**src/rtl/data_ram_arbiter.sv**
```systemverilog
// Shares a single-port synchronous-read data RAM between the CPU load/store path
// and a debug/loader port: one-cycle writes, two-cycle reads, CPU stalled when not served.
module data_ram_arbiter #(
  parameter int ADDR_W      = 10,
  parameter int DATA_W      = 32,
  parameter int MAX_CPU_RUN = 4
) (
  input  logic              MAX10_CLK1_50,
  input  logic              reset,
  input  logic              cpu_req,
  input  logic              cpu_we,
  input  logic [ADDR_W-1:0] cpu_addr,
  input  logic [DATA_W-1:0] cpu_wdata,
  output logic [DATA_W-1:0] cpu_rdata,
  output logic              cpu_stall,
  input  logic              dbg_req,
  input  logic              dbg_we,
  input  logic [ADDR_W-1:0] dbg_addr,
  input  logic [DATA_W-1:0] dbg_wdata,
  output logic              dbg_gnt,
  output logic              dbg_rvalid,
  output logic [DATA_W-1:0] dbg_rdata,
  output logic [ADDR_W-1:0] ram_addr,
  output logic              ram_we,
  output logic [DATA_W-1:0] ram_wdata,
  input  logic [DATA_W-1:0] ram_rdata
);

  localparam logic [1:0] ST_ISSUE  = 2'd0;
  localparam logic [1:0] ST_CPU_RD = 2'd1;
  localparam logic [1:0] ST_DBG_RD = 2'd2;
  localparam logic [3:0] RUN_LIMIT = 4'(MAX_CPU_RUN);

  logic [1:0]        r_state;
  logic [1:0]        w_state_next;
  logic [3:0]        r_starve_cnt;
  logic [3:0]        w_starve_next;
  logic [DATA_W-1:0] r_dbg_rdata;
  logic              r_dbg_rvalid;

  logic              w_in_issue;
  logic              w_dbg_win;
  logic              w_cpu_win;
  logic              w_win_we;
  logic [ADDR_W-1:0] w_win_addr;
  logic [DATA_W-1:0] w_win_wdata;

  assign w_in_issue = (r_state == ST_ISSUE);
  // CPU has priority unless it is idle or debug has waited through MAX_CPU_RUN CPU grants.
  assign w_dbg_win  = w_in_issue && dbg_req && (!cpu_req || (r_starve_cnt == RUN_LIMIT));
  assign w_cpu_win  = w_in_issue && cpu_req && !w_dbg_win;

  always_comb begin
    w_win_we    = 1'b0;
    w_win_addr  = '0;
    w_win_wdata = '0;
    if (w_dbg_win) begin
      w_win_we    = dbg_we;
      w_win_addr  = dbg_addr;
      w_win_wdata = dbg_wdata;
    end else if (w_cpu_win) begin
      w_win_we    = cpu_we;
      w_win_addr  = cpu_addr;
      w_win_wdata = cpu_wdata;
    end
  end

  always_comb begin
    w_state_next = ST_ISSUE;
    if ((w_dbg_win || w_cpu_win) && !w_win_we) begin
      w_state_next = w_dbg_win ? ST_DBG_RD : ST_CPU_RD;
    end
  end

  always_comb begin
    w_starve_next = r_starve_cnt;
    if (!dbg_req || w_dbg_win) begin
      w_starve_next = '0;
    end else if (w_cpu_win && (r_starve_cnt < RUN_LIMIT)) begin
      w_starve_next = r_starve_cnt + 4'd1;
    end
  end

  always_ff @(posedge MAX10_CLK1_50) begin
    if (reset) begin
      r_state      <= ST_ISSUE;
      r_starve_cnt <= '0;
      r_dbg_rdata  <= '0;
      r_dbg_rvalid <= 1'b0;
    end else begin
      r_state      <= w_state_next;
      r_starve_cnt <= w_starve_next;
      r_dbg_rvalid <= (r_state == ST_DBG_RD);
      if (r_state == ST_DBG_RD) begin
        r_dbg_rdata <= ram_rdata;
      end
    end
  end

  // Reset gates every combinational output so nothing leaks to the RAM or CPU.
  assign ram_we     = !reset && w_win_we;
  assign ram_addr   = reset ? '0 : w_win_addr;
  assign ram_wdata  = reset ? '0 : w_win_wdata;
  assign dbg_gnt    = !reset && w_dbg_win;
  assign dbg_rvalid = r_dbg_rvalid;
  assign dbg_rdata  = r_dbg_rdata;
  assign cpu_rdata  = (!reset && (r_state == ST_CPU_RD)) ? ram_rdata : '0;
  assign cpu_stall  = !reset && cpu_req && (r_state != ST_CPU_RD) && !(w_cpu_win && cpu_we);

endmodule
```
**config.mk**
```make
export PLATFORM = sky130hd
export DESIGN_NAME = data_ram_arbiter
export DESIGN_NICKNAME = d
export VERILOG_FILES = /design/src/rtl/data_ram_arbiter.sv
export SDC_FILE = /design/constraint.sdc
export NUM_CORES = 1
export LEC_CHECK = 0
export ABC_AREA = 0
export CORE_MARGIN = 5
export CORE_UTILIZATION = 28
export DETAILED_ROUTE_END_ITERATION = 8
export PLACE_DENSITY = 0.83
export SETUP_SLACK_MARGIN = 0.3
export SYNTH_ARGS = -nofsm -noshare
export SYNTH_HDL_FRONTEND = slang
export SYNTH_SLANG_ARGS = --single-unit
```
**constraint.sdc**
```tcl
create_clock -name MAX10_CLK1_50 -period 3.3 [get_ports MAX10_CLK1_50]
set_input_delay 0.99 -clock MAX10_CLK1_50 [delete_from_list [all_inputs] [get_ports MAX10_CLK1_50]]
set_output_delay 0.99 -clock MAX10_CLK1_50 [all_outputs]
set_load 0.05 [all_outputs]
```
==> results.cfg, run 1 <==
[outcome]
outcome = finished clean

[sta]
grt_setup_unrepaired = yes
fin_skew_ps = 10.1
period_share = 0.957
period_minus_slack_ps = 3160
setup_violations = 0
max_slew.worst_pin.slew_ps = 1120
maxSlewHeadroom = 0.255
drv_slew = 0
finalHoldViolCount = 0
clock.fmax_mhz = 317

[clock_network]
cts_made_buffers = 5
cts_root_buffer = clkbuf_8
clk_pin_slew_worst_paths_ps = 80
clk_path_buf_depth = 2
cts_tree = yes
clock_latency_ps = 290
clkSinkCount = 39
htreeDepth = 2

[layout]
final_nets = 638
mostFrequentLayoutCells = 151 x clkdlybuf4s50_1, 81 x buf_12, 65 x nand2_1, 43 x a22o_4, 38 x dfxtp_1
layout_commonest_cell = clkdlybuf4s50_1
stdcell_count = 617
drive_gt1_frac = 0.336
num_antenna_cells = 0
design_area_um2 = 6220
fill_cells = 384
area_delta_synth_final_pct = 190

[global_routing]
grt_pass1_vias = 3457
grt_overflow = 0
globalRoute.busiestLayer = met2
use_met2 = 0.494
met1_usage = 0.243
use_met3 = 0.108
grt_use_total = 0.267
grt_pass1_wl_um = 19800
grt_antenna_before_repair = 1
grt_max_degree = 34

[setup_path]
critPathArrivalTime_ps = 2170
cp_max_fo = 8
critPathCaptureType = output pin
worstSetupPathType = input pin to output pin
setup.worst_path.start_class = input pin
crit_required_ps = 2310

[synth]
ys.flop_type = dfxtp_1
synth-seq-area-share = 0.363
synth_nets = 392
syn_inst = 268
yosys.area.top_type = dfxtp_1
avgSynthCellArea_um2 = 8.02
ys_warn_count = 0
synth_edf_count = 0
ys_seq_elements = 39
synthArstFlopShare = 0
synth_area_leaders = dfxtp_1 36%, a22o_1 15%, nand2_1 11%
synth_top_area_frac = 0.363
syn_area_um2 = 2150
ys_types = 29

[place]
gp_congestion = 0.797
port_buffers = 231
dpl.cell_count = 590
place_area_um2 = 5690
dp_hpwl_um = 9430

[routing]
viasPerCell = 5.05
drtIter0Drc = 210
wl_per_cell_um = 21.8
vias = 3118
routed_wl_um = 13500
dr.pass1.iters = 4
final_antenna_net_count = 0
drc = 0

[power]
power.leakage_nw = 2.50
p_per_area_nw_per_um2 = 277
vdd_drop_max_uv = 200

[job]
cap_violations = 0

[floorplanning]
die_height_um = 97.6
start_util = 0.282
core_area_um2 = 7610
die_w_um = 97.6
fp.dieArea_um2 = 9520
row_count = 32
io_pins = 232

[worst_hold_path]
hp-class = flop to flop
## power breakdown
| part | switching, mW | total [mW] | internal [mW] |
|---|---|---|---|
| Sequential | 0.00578 | 0.486 | 0.480 |
| Clock | 0.171 | 0.473 | 0.302 |
| Combinational | 0.351 | 0.762 | 0.410 |
| Total | 0.528 | 1.72 | 1.19 |
## sequential cells by signal, summed over array words and instances (netlist names)
name	flops
dbg_rdata	32
r_state	2
r_starve_cnt	4
dbg_rvalid	1
## cell type report
class,count,area [µm²],share of cell area
sequential,39,782,0.126
clock buffer,6,72.6,0.0117
multi-input combinational,202,1620,0.260
inverter,3,11.3,0.00181
tap,102,128,0.0205
timing repair buffer,263,3550,0.571
clock inverter,2,60.1,0.00966
## metrics by stage
stage | setup WS, ps | TNS [ps] | utilization | hold slack [ps] | power, mW
4_1_cts | 197 | 0 | 0.811 | 452 | 1.71
5_1_grt | 110 | 0 | 0.818 | 482 | 1.77
3_3_place_gp | -231 | -9780 | 0.748 | 438 | 1.18
6_report | 142 | 0 | 0.818 | 455 | 1.72
3_5_place_dp | -274 | -11500 | 0.748 | 444 | 1.19
2_1_floorplan | 144 | 0 | - | 472 | 0.802
## synth_stat cells (all sizes together), types with 3 or more instances
master	count
nor3	3
inv	3
a21oi	34
a211oi	3
buf	9
a22o	43
dfxtp	39
and2	32
nand2	65
clkbuf	15
## worst max-delay path: stages
cell and delay (ps):
buf_8 100, and4b_2 250, nor3_4 220, buf_6 180, buf_12 140, a22o_4 150
buf_12 130
## cells by family (layout without fill, tap and decap cells)
group                    after synthesis  after routing  synth area share
AND/OR/NAND/NOR                      117            117             0.274
AO/OA/AOI/OAI                         83             83             0.284
flip-flops                            39             39             0.363
buffers and inverters                 27            274            0.0670
adder cells (fa/ha/maj)                2              2            0.0116
## what timing repair did
| action | in CTS | in global routing |
|---|---|---|
| setup buffers | 8 | 3 |
| endpoints found under the setup margin | 77 | 68 |
| pin swaps | 43 | 7 |
| hold buffers | 0 | 0 |
| gates resized for setup | 38 | 10 |
| gates cloned | 7 | 1 |
## path summary, 6_finish.rpt
kind	start	to	slack (ps)	depth (start not counted)
max	dbg_req	ram_wdata[30]	140	7
min	dbg_rdata[15]	dbg_rdata[15]	450	2
max reg2reg	r_state[1]	dbg_rdata[5]	1410	3
min reg2reg	dbg_rdata[15]	dbg_rdata[15]	450	2
## per-layer routing
layer	up-vias	part of all wire
met3	42	0.10
met2	199	0.53
met5	-	0.0015
met4	2	0.060
met1	1448	0.30
li1	1427	-
No activity file was read; power rests on OpenSTA's default activity.
==> run 2, diff against run 1 <==
- CTS_CLUSTER_DIAMETER: default -> 30
==> results of run 2 <==
No change in the layout: final DEF, timing and power equal those of run 1.
==> variant 1 (config.mk and constraints of run 1) <==
Put one more register stage on the output `dbg_rdata`, cleared by the reset. The value now appears one clock later. The other outputs are not delayed to match.
--- a/src/rtl/data_ram_arbiter.sv
+++ b/src/rtl/data_ram_arbiter.sv
@@ -105,3 +105,9 @@
   assign dbg_rvalid = r_dbg_rvalid;
-  assign dbg_rdata  = r_dbg_rdata;
+  always_ff @(posedge MAX10_CLK1_50) begin
+    if (reset) begin
+      dbg_rdata <= '0;
+    end else begin
+      dbg_rdata <= r_dbg_rdata;
+    end
+  end
   assign cpu_rdata  = (!reset && (r_state == ST_CPU_RD)) ? ram_rdata : '0;
Function: changed (Yosys sat finds a counterexample within 4 cycles, from zero or initial values and one cycle with reset high).
==> variant 1 against run 1 <==
Fmax is 2.3% lower. Sequential cell count is 32 higher. Total power is 33% higher. Wire length is 11% higher. Area after synthesis is 32% higher. Critical path depth is 2 higher. Worst setup slack worse by 75 ps. Cell area is 12% higher. Die area is 28% higher. Via count is 3.9% higher. Global-route usage is 3.8 points lower. Largest power group is now registers.
==> variant 1: results (changes against run 1) <==
| Metric | Value |
|---|---|
| Outcome | `completed` |
| Wire length on met3 | `1426 um (+2.1%)` |
| Routed len/inst | `22.66 um (+3.9%)` |
| Post-route worst hold slack | `465.6 ps (+10.99 ps)` |
| Final Skew | `4.514 ps (-5.601 ps)` |
| Hold Path End | `dbg_rdata[7]` |
| Mean number of vias per cell | `4.941 (-2.2%)` |
| Leakage power | `2.817 nW (+13%)` |
| GR Layer Usage met1 | `24.12% (-0.16 points)` |
| Post-Synthesis Cells | `265 (-1.1%)` |
| Power group with the largest share | `registers` |
| Terminus of the critical flop-to-flop path | `r_dbg_rdata[30]` |
| Sw frac | `28.42% (-2.3 points)` |
| Proportion of layout cells with a drive suffix above 1 | `34.03% (+0.44 points)` |
| Wire length of the first global-routing pass | `21910 um (+11%)` |
| H-tree levels | `3 (+1)` |
| Leading cell types by count after synthesis | `sky130_fd_sc_hd__dfxtp_1 (71), sky130_fd_sc_hd__a22o_1 (43), sky130_fd_sc_hd__nor2b_1 (34)` |
| Non-clock buffers | `265 (+0.76%)` |
| Detailed-placement wirelength estimate | `10170 um (+7.9%)` |
| Synth unique cells | `28 (-3.4%)` |
| Place WS | `-309.0 ps (-34.71 ps)` |
| Final-layout clock buffer total | `11 (+5)` |
| Standard cell with the maximum stage delay on the critical path | `sky130_fd_sc_hd__buf_6` |
| Final clock-cell share | `2.577% (+0.44 points)` |
| Largest cells by area after synthesis | `sky130_fd_sc_hd__dfxtp_1 (50%), sky130_fd_sc_hd__a22o_1 (13%), sky130_fd_sc_hd__o22a_1 (9.9%)` |
| Clock buffers created by TritonCTS | `9 (+4)` |
| Register-to-Register Path Depth | `5 (+2)` |
## variant 1: changes by cell type after synthesis, sizes merged, moves of 3 or more
| cell | delta |
|---|---|
| a21oi | -32 |
| buf | +3 |
| clkbuf | -5 |
| nor2b | +32 |
| nand2 | -64 |
| dfxtp | +32 |
| o22a | +32 |
## variant 1: logic make-up after synthesis
| group | count (synthesis) | synth area share, % |
|---|---|---|
| and+or+nand+nor | 84 | 18.84 |
| AOI/OAI and AO/OA | 83 | 25.42 |
| DFF | 71 | 50.13 |
| buffers and inverters | 25 | 4.722 |
| adders and majority gates | 2 | 0.8825 |
## variant 1: what timing repair did
| item | CTS | global route |
|---|---|---|
| cloned | 8 | 1 |
| gates resized for setup | 52 | 1 |
| setup endpoints to repair | 77 | 64 |
| pin swaps | 19 | 3 |
| setup buffers | 8 | 3 |
==> variant 2 (flow settings as in run 1) <==
Made on the original files. The parameter `ADDR_W` goes from 10 to 9.
--- a/src/rtl/data_ram_arbiter.sv
+++ b/src/rtl/data_ram_arbiter.sv
@@ -3,3 +3,3 @@
 module data_ram_arbiter #(
-  parameter int ADDR_W      = 10,
+  parameter int ADDR_W      = 9,
   parameter int DATA_W      = 32,
Interface: changed (resized cpu_addr, dbg_addr and ram_addr); port bits go from 232 to 229. The function was not compared with the original's and may differ.
==> variant 2 against run 1 <==
Cell count fell by 0.32%. First-iteration DRC count is 9.5% lower. Largest cell class unchanged. Global-route usage rose by 0.88 points. Total power down 9.3%. Worst setup slack worse by 56 ps. Area after synthesis shrank 0.41%. Highest routed layer is now met4. Largest power group unchanged. Wire length increased by 8.1%. Sequential cell count is the same. Cell area down 0.20%.
==> variant 2: results (changes against run 1) <==
| Metric | Value |
|---|---|
| Outcome | `completed` |
| Maximum fanout encountered on the critical timing path | `7 (-1)` |
| Via count of the first global-routing pass | `3464 (+0.20%)` |
| Worst voltage drop across the vdd grid | `169.2 uV (-15%)` |
| Leakage power | `2.489 nW (-0.34%)` |
| Proportion of layout cells with a drive suffix above 1 | `33.72% (+0.13 points)` |
| Sw power | `0.5209 mW (-1.4%)` |
| Total Wirelength | `14540 um (+8.1%)` |
| Post-Syn Nets | `389 (-0.77%)` |
| Hold wc startpoint | `dbg_rdata[23]` |
| #MultiIn Comb | `201 (-0.50%)` |
| Share of cell area taken by flip-flops and latches | `12.58% (about the same)` |
| Clock group total power | `0.310 mW (-34%)` |
| Layout buffering overhead excluding clock cells | `58.07% (+1.0 points)` |
| Compound-gate portion of the synthesized area | `28.07% (-0.29 points)` |
| Critical path arrival | `2220 ps (+50 ps)` |
| Antenna violations before repair | `0 (-1)` |
| Total area of multi-input combinational cells | `1602 um2 (-1.0%)` |
| Fill cell count | `312 (-19%)` |
| GP Congestion | `0.8986 (+13%)` |
| Core Area | `7331 um2 (-3.6%)` |
| Mean number of vias per cell | `5.164 (+2.2%)` |
| Final Skew | `13.54 ps (+3.424 ps)` |
| Nets | `637 (-0.16%)` |
| FF-to-FF setup slack | `1350 ps (-60 ps)` |
| Largest cells by area after synthesis | `sky130_fd_sc_hd__dfxtp_1 (36%), sky130_fd_sc_hd__a22o_1 (14%), sky130_fd_sc_hd__nand2_1 (11%)` |
| Detailed-placement wirelength estimate | `9900 um (+5.0%)` |
| Final clock-cell share | `1.371% (-0.76 points)` |
| Power share of the sequential group | `31.2% (+3.0 points)` |
| Wire length of the first global-routing pass | `20400 um (+3.1%)` |
| Tightest slew margin relative to the limit | `28.01% (+2.5 points)` |
| Non-clock buffers | `265 (+0.76%)` |
| Fraction of the yosys area taken by sequential cells | `36.49% (+0.15 points)` |
| Hold Path End | `dbg_rdata[23]` |
| Critical path destination | `ram_we` |
| Total routing resource utilization after global routing | `27.55% (+0.88 points)` |
| Power density over cell area | `251.3 nW/um2 (-9.2%)` |
| Leading cell types by count after synthesis | `sky130_fd_sc_hd__nand2_1 (65), sky130_fd_sc_hd__dfxtp_1 (39), sky130_fd_sc_hd__a22o_1 (35)` |
[variant 2: cell count changes after synthesis, sizes merged]
cell and delta:
a22o -1
[variant 2: layer usage]
layer | vias to the layer above | part of all wire, % | GRT usage, %
li1 | 1430 | - | -
met1 | 1498 | 33 | 25.82
met2 | 208 | 53 | 52.24
met3 | 40 | 9.8 | 10.98
met4 | 0 | 4.3 | 11.82
met5 | - | 0 | 0
[variant 2: through the flow]
stage | setup WS (ps) | instance area (um2) | cells
2_1_floorplan | 164.0 | 2495 | 267
3_3_place_gp | -249.0 | 5771 | 592
3_5_place_dp | -290.2 | 5771 | 592
4_1_cts | 118.6 | 6121 | 612
5_1_grt | 60.24 | 6207 | 615
6_report | 86.63 | 6207 | 615
[variant 2: critical path: cells and delay by family]
| family | cells | cell delay, ps |
|---|---|---|
| buf+inv | 5 | 640 |
| simple gates | 2 | 300 |
| compound gates | 1 | 260 |
